File: config.mk
export PLATFORM = sky130hd
export DESIGN_NAME = brightness_mask_gen
export DESIGN_NICKNAME = d
export VERILOG_FILES = /design/src/rtl/types.sv /design/src/rtl/brightness_mask_gen.sv
export SDC_FILE = /design/constraint.sdc
export NUM_CORES = 1
export LEC_CHECK = 0
export CORE_ASPECT_RATIO = 0.9
export CORE_MARGIN = 8
export CORE_UTILIZATION = 30
export CTS_CLUSTER_DIAMETER = 100
export DETAILED_ROUTE_END_ITERATION = 16
export PLACE_DENSITY = 0.49
export SETUP_SLACK_MARGIN = 0.02
export SYNTH_ARGS = -nofsm -noshare
export SYNTH_HDL_FRONTEND = slang
export SYNTH_SLANG_ARGS = --single-unit
File: constraint.sdc
create_clock -name clk_in -period 3.55 [get_ports clk_in]
set_clock_uncertainty 0.1 [all_clocks]
set_input_delay 0.71 -clock clk_in [delete_from_list [all_inputs] [get_ports clk_in]]
set_output_delay 0.71 -clock clk_in [all_outputs]
set_load 0.005 [all_outputs]
File: src/rtl/types.sv
// types: shared brightness mask/plane types, FSM states and counter sizing for the BCM mask generator.
package types;
    typedef logic [7:0] brightness_level_t;
    localparam int W = $bits(brightness_level_t);
    typedef logic [$clog2(W)-1:0] brightness_plane_t;
    typedef enum logic [1:0] {IDLE, SHOW, BLANK} bcm_state_t;
    // Wide enough for the longest lit window and the blank reload, never below 1 bit.
    function automatic int cnt_width(input int base, input int blank);
        int a;
        int b;
        int m;
        a = $clog2(base << (W - 1));
        b = $clog2(blank);
        m = (a > b) ? a : b;
        return (m < 1) ? 1 : m;
    endfunction
endpackage

File: src/rtl/brightness_mask_gen.sv
// brightness_mask_gen: rolling one-hot BCM plane mask with a weighted enable window, blank gap and done pulse.
module brightness_mask_gen
    import types::*;
#(
    parameter int BASE_TICKS  = 2,
    parameter int BLANK_TICKS = 1
) (
    input  logic              clk_in,
    input  logic              reset_n,
    input  logic              start,
    output brightness_level_t mask,
    output brightness_plane_t plane_index,
    output logic              enable,
    output logic              busy,
    output logic              done
);
    localparam int CW = cnt_width(BASE_TICKS, BLANK_TICKS);
    bcm_state_t        r_state;
    bcm_state_t        w_next;
    logic [CW-1:0]     r_cnt;
    brightness_level_t r_mask;
    brightness_plane_t r_plane;
    logic              r_done;
    logic              w_zero;
    logic              w_finish;
    assign w_zero   = r_cnt == '0;
    assign w_finish = w_zero && ((r_state == BLANK) || (r_state == SHOW && BLANK_TICKS == 0));
    always_ff @(posedge clk_in or negedge reset_n) begin
        if (!reset_n) begin
            r_state <= IDLE;
            r_cnt   <= '0;
            r_mask  <= {1'b1, {(W-1){1'b0}}};
            r_plane <= brightness_plane_t'(W - 1);
            r_done  <= 1'b0;
        end else begin
            r_state <= w_next;
            r_done  <= w_finish;
            if (r_state == IDLE && start)
                r_cnt <= CW'((BASE_TICKS << r_plane) - 1);
            else if (r_state == SHOW && w_zero)
                r_cnt <= (BLANK_TICKS > 0) ? CW'(BLANK_TICKS - 1) : '0;
            else if (!w_zero)
                r_cnt <= r_cnt - CW'(1);
            if (w_finish) begin
                r_mask  <= {r_mask[0], r_mask[W-1:1]};
                r_plane <= (r_plane == '0) ? brightness_plane_t'(W - 1) : r_plane - 1'b1;
            end
        end
    end
    always_comb begin
        w_next = r_state;
        case (r_state)
            IDLE:    w_next = start ? SHOW : IDLE;
            SHOW:    w_next = w_zero ? ((BLANK_TICKS > 0) ? BLANK : IDLE) : SHOW;
            BLANK:   w_next = w_zero ? IDLE : BLANK;
            default: w_next = IDLE;
        endcase
    end
    always_comb begin
        mask        = r_mask;
        plane_index = r_plane;
        enable      = r_state == SHOW;
        busy        = r_state != IDLE;
        done        = r_done;
    end
endmodule

==> flow_summary.ini, run 1 <==
[worst_setup_path]
critPathArrivalTime_ps = 1480
crit_chain = nand2b_1 -> inv_1 -> clkdlybuf4s50_1
crit_required_ps = 2740
worstSetupPathType = flip-flop to output pin
rr_worst_depth = 8
cpMaxStageDelayCell = clkdlybuf4s50_1
path_delay_family = buffers and inverters
cp.depth = 3
crit_path_max_fanout = 5
slowest_delay_ps = 490
startpoint_type = flip-flop
path_buf_inv = 2
end_kind = output pin

[drt]
detail_route.vias_per_cell = 4.923
wl_per_cell_um = 13.87
initialDrtViolationCount = 46
wl_met2_mm = 1.122
first_pass_iters = 4
vias = 896
wl_met1_mm = 1.191
wl_met3_um = 184
wirelength_mm = 2.525
top_layer = met4
antenna_left = 0
drc = 0

[synth]
synth_cells = 117
ys_ff_latch = 22
synthSimpleGateAreaFrac = 0.1988
yosys.cell_types.count = 34
avgSynthCellArea_um2 = 10.60
synth_top_family_by_area = simple AND/OR/NAND/NOR gates
synth-adder-area-share = 0.07064
yosys.area.top_type_share = 0.3633
yosys.area.top_type = dfrtp_1
ys_warn_count = 0
synth_compound_area_frac = 0.08678
synth_xor_area_frac = 0.04945
syn_nets = 127
synth_edf_count = 0
ys.flop_type = dfrtp_1
netlist_area_um2 = 1240
yosys-top-cells-area = dfrtp_1 36%, dfstp_2 8.5%, ha_1 7.1%, mux2_2 5.4%, mux2_4 3.6%
synth-async-reset-ratio = 1.000
synthMuxAreaShare = 0.1070
seq_area_frac_synth = 0.4480

[power]
power_density_nw_per_um2 = 323.1
p_leak_uw = 0.0007201
irDropWorstVdd_v = 0.0002288

[clocking]
clk_pin_slew_worst_paths_ps = 80
cts_made_buffers = 3
post_cts_buffers = 0
cts_hold_buf = 0
cts_root_buf = clkbuf_8
cts.path.max_buffers = 2
clock_latency_ps = 260
cts.sinks = 22
tritoncts = built
h-tree-depth = 1
cts_resized = 0

[place]
place_area_um2 = 1445
dp.cells = 178
port_buffers = 16
gp_congestion = 0.7503
dp_hpwl_mm = 1.883

[global_routing]
antenna_found_initial = 0
grt_usage = 0.07992
grt_pass1_wl_mm = 4.353
grt.overflow.total = 0
grt_pass1_vias = 946
grt_max_degree = 22

[layout]
area_delta_synth_final_pct = 22.30
instances_no_fill = 182
diodes = 0
fin_nets = 145
drive_gt1_frac = 0.1866
fillCellCount = 396
fin_area_um2 = 1516

[floorplanning]
core_um2 = 4019
start_util = 0.3085
die_area_um2 = 6449
ios = 17
fp.dieH_um = 76.99
dieWidth_um = 83.77
fp-row-count = 22

[run_status]
status = finished, final reports clean

[sta]
max_freq_ghz = 0.4360
rsz0062_at_grt = no
maxSlewHeadroom = 0.3570
drv_slew = 0
final.setup.tns_ps = 0
setup_violations = 0
max_slew.worst_pin.slew_ps = 961.6
fin_crit_ps = 2293
period_share = 0.6460
timing_hold_violations_final = 0

[worst_hold_path]
whs_path_depth = 2
hp-class = flip-flop to flip-flop

[job]
cap_violations = 0
-- registers in the layout (all words and copies together), names as in the netlist --
| signal | count |
|---|---|
| mask | 8 |
| r_cnt | 8 |
| r_state | 2 |
| plane_index | 3 |
| done | 1 |
-- cell usage in the layout, fill, tap and decap left out, types with 2 or more instances in the layout --
cell,Yosys,layout
dfrtp_1,18,18
clkdlybuf4s50_1,0,16
nor2_1,11,11
nand2_1,9,9
inv_1,7,7
ha_1,7,7
o21ai_0,6,6
mux2_2,6,6
xor2_1,5,5
nand3_1,5,5
nand2b_1,4,4
nor3_1,4,4
dfstp_2,4,4
a21oi_1,3,3
mux2_4,3,3
clkbuf_8,0,3
mux2i_1,2,2
xnor2_1,2,2
a31oi_1,2,2
-- cell usage after synthesis (2+ instances only) --
cell type and number:
dfrtp_1 18, nor2_1 11, nand2_1 9, ha_1 7, inv_1 7, mux2_2 6
o21ai_0 6, nand3_1 5, xor2_1 5, dfstp_2 4, nand2b_1 4, nor3_1 4
a21oi_1 3, clkbuf_1 3, mux2_4 3, a31oi_1 2, mux2i_1 2, xnor2_1 2
-- power by group --
part	switching (µW)	internal (µW)
Clock	81.2	151
Sequential	0	251
Combinational	5.09	2.64
-- kinds of logic (layout without fill, tap and decap cells) --
logic type,count (synthesis),count (layout)
AND/OR/NAND/NOR,42,42
adder cells (fa/ha/maj),7,7
buffers and inverters,11,28
AO/OA/AOI/OAI,17,17
flip-flops,22,22
multiplexers,11,11
XOR/XNOR,7,7
-- metrics by stage --
stage | power, µW | hold slack [ps] | setup WS, ps | util
floorplan | 255.5 | 314.4 | 1415 | -
global route | 512.3 | 468.1 | 1130 | 0.3773
finish | 490.0 | 425.4 | 1257 | 0.3773
global placement | 263.4 | 402.5 | 1252 | 0.3596
CTS | 500.7 | 430.1 | 1226 | 0.3773
detailed placement | 263.7 | 415.7 | 1272 | 0.3596
-- worst reg2reg max path, cell delays in order (launching register included) --
cell and delay, ps:
dfstp_2 570, inv_1 90, ha_1 300, nand2b_1 170
ha_1 250, nor3b_1 240, xor2_1 100, a211oi_1 260
a21oi_1 60
-- path summary, 6_finish.rpt --
path / slack [ps] / to / from
hold reg to reg: 430 / plane_index[1] / plane_index[1]
setup reg to reg: 1270 / r_cnt[7] / plane_index[0]
max in group asynchronous: 1790 / plane_index[1] / reset_n
setup / recovery: 1260 / enable / r_state[1]
hold / removal: 430 / plane_index[1] / plane_index[1]
min in group asynchronous: 880 / r_cnt[6] / reset_n
-- per-layer routing --
metal / vias to the layer above / global-route usage
met3: 4 / 0.03590
met4: 0 / 0.02241
li1: 436 / -
met1: 438 / 0.09679
met2: 18 / 0.1241
met5: - / 0
-- layout make-up --
type / count / area, µm² / share of cell area
multi-input cells: 84 / 635.6 / 0.4191
flip-flops and latches: 22 / 555.5 / 0.3663
repair buffers: 17 / 167.7 / 0.1106
well taps: 48 / 60.06 / 0.03960
clock buffers: 3 / 41.29 / 0.02723
clock inverters: 1 / 30.03 / 0.01980
inverters: 7 / 26.28 / 0.01733
Note: power is estimated with default switching activity, not from simulation.
==> run 2, diff against run 1 <==
==> constraint.sdc (replaced) <==
create_clock -name clk_in -period 2.17 [get_ports clk_in]
set_clock_uncertainty 0.1 [all_clocks]
set_input_delay 0.434 -clock clk_in [delete_from_list [all_inputs] [get_ports clk_in]]
set_output_delay 0.434 -clock clk_in [all_outputs]
set_load 0.005 [all_outputs]
==> run 2 against run 1 <==
Total power rose by 65%. Global-route usage rose by 0.28 points. Clock-buffer cell count did not move. Register-to-register slack got worse by 1100 ps. Cell count rose by 3.3%. Setup slack got worse by 1100 ps. Wire length rose by 4.4%. Via count rose by 2.0%. Die area did not move. Critical endpoint unchanged. Largest cell class unchanged. Largest power group unchanged.
==> flow_summary.ini, run 2 (synthesized netlist as in run 1, its figures left out) <==
[run_status]
status = finished, final reports clean

[layout]
diodes = 0
fin_nets = 151
layout_commonest_cell = dfrtp_1
fillCellCount = 404
area_delta_synth_final_pct = 27.24
final_cell_mix = 18 x dfrtp_1, 16 x clkdlybuf4s50_1, 11 x nor2_1
instances_no_fill = 188
fin_util = 0.3926
drive_gt1_frac = 0.2500
fin_area_um2 = 1578

[sta]
drv_slew = 0
setup_slack_ps = 145.5
fin_crit_ps = 2024
max_freq_ghz = 0.4940
setup_violations = 0
period_share = 0.9329
max_slew.worst_pin.slew_ps = 474.8
timing_hold_violations_final = 0
final.setup.tns_ps = 0
maxSlewHeadroom = 0.6817
rsz0062_at_grt = no

[clocking]
clock_latency_ps = 260
cts.sinks = 22
cts_made_buffers = 3
cts.path.max_buffers = 2
cts_root_buf = clkbuf_8
tritoncts = built
clk_pin_slew_worst_paths_ps = 80
h-tree-depth = 1

[place]
port_buffers = 16
dp_hpwl_mm = 1.908
dp.cells = 184
place_area_um2 = 1490
gp_congestion = 0.7268
dpl_worst_slack_ps = 94.18

[power]
pwr-share-comb = 0.016
p_leak_uw = 0.0007465
swShare = 0.1828
pwr-share-clk = 0.477
netSwitchingPower_uw = 147.8
power_density_nw_per_um2 = 512.4
seq_power_share = 0.507
irDropWorstVdd_v = 0.0004528
internal_power_uw = 660.6

[floorplanning]
start_util = 0.3085
core_um2 = 4019
fp.dieH_um = 76.99
dieWidth_um = 83.77
die_area_um2 = 6449
fp-row-count = 22
ios = 17

[worst_setup_path]
crit_path_max_fanout = 5
worstSetupEndpoint = enable
worstSetupPathType = flip-flop to output pin
r2r_end = r_cnt[7]
startpoint_type = flip-flop
end_kind = output pin
crit_required_ps = 1640
worstSetupStartpoint = r_state[1]
rr_worst_depth = 8
critPathArrivalTime_ps = 1490
r2r_setup_slack_ps = 190
crit-reg2reg-launch = plane_index[0]

[global_routing]
grt_pass1_vias = 947
grt_pass1_wl_mm = 4.505
grt_usage = 0.08271
grt_max_degree = 23
grt.overflow.total = 0
antenna_found_initial = 0

[drt]
drc = 0
wirelength_mm = 2.635
wl_met1_mm = 1.293
wl_met2_mm = 1.213
wl_met3_um = 114
top_layer = met4
first_pass_iters = 2
initialDrtViolationCount = 33
wl_per_cell_um = 14.02
vias = 914
antenna_left = 0
detail_route.vias_per_cell = 4.862

[worst_hold_path]
hp-class = input pin to asynchronous set/reset pin

[job]
cap_violations = 0
==> run 2: stage by stage <==
step,hold WS (ps),power [µW]
final,415.8,808.4
after CTS,421.1,823.6
after floorplan,38.41,417.9
after global placement,398.9,431.7
after global routing,452.6,832.6
after detailed placement,408.1,431.7
==> run 2: power groups by stage <==
stage               Combinational (µW)  Sequential (µW)  Clock, µW
global placement                  13.9              418          0
floorplan                       0.0208              418          0
global route                      15.1              410        407
finish                            13.1              410        385
detailed placement                13.9              418          0
CTS                               14.1              410        400
==> run 2: worst max-delay path: stages (launching register included) <==
cell	delay [ps]
dfrtp_1	440
nand2b_1	230
inv_1	70
clkdlybuf4s50_1	490
==> run 2: worst min-delay path by stage <==
stage / slack [ps] / end / cells after the start / start
after floorplan: 40 / done / 0 / reset_n
after global placement: 400 / plane_index[1] / 2 / plane_index[1]
after detailed placement: 410 / plane_index[1] / 2 / plane_index[1]
after CTS: 420 / plane_index[1] / 2 / plane_index[1]
after global routing: 450 / r_cnt[6] / 2 / reset_n
final: 420 / r_cnt[6] / 2 / reset_n
==> run 2: area by class of cell <==
| class | instances | area [µm²] | share of cell area |
|---|---|---|---|
| sequential | 22 | 555.5 | 0.3521 |
| clock buffer | 3 | 41.29 | 0.02617 |
| multi-input combinational | 84 | 651.9 | 0.4132 |
| tap | 48 | 60.06 | 0.03807 |
| inverter | 7 | 26.28 | 0.01665 |
| timing repair buffer | 23 | 212.7 | 0.1348 |
| clock inverter | 1 | 30.03 | 0.01903 |
==> run 2: per-layer routing <==
| layer | GRT usage | vias up |
|---|---|---|
| met2 | 0.1380 | 13 |
| li1 | - | 452 |
| met5 | 0 | - |
| met1 | 0.09969 | 447 |
| met4 | 0.01034 | 0 |
| met3 | 0.03273 | 2 |
==> run 2: what timing repair did <==
item | in CTS | in global routing
hold buffers | 0 | 0
endpoints found under the setup margin | 0 | 2
hold endpoints to repair | 0 | 0
buffers inserted | 0 | 0
gates resized for setup | 0 | 4
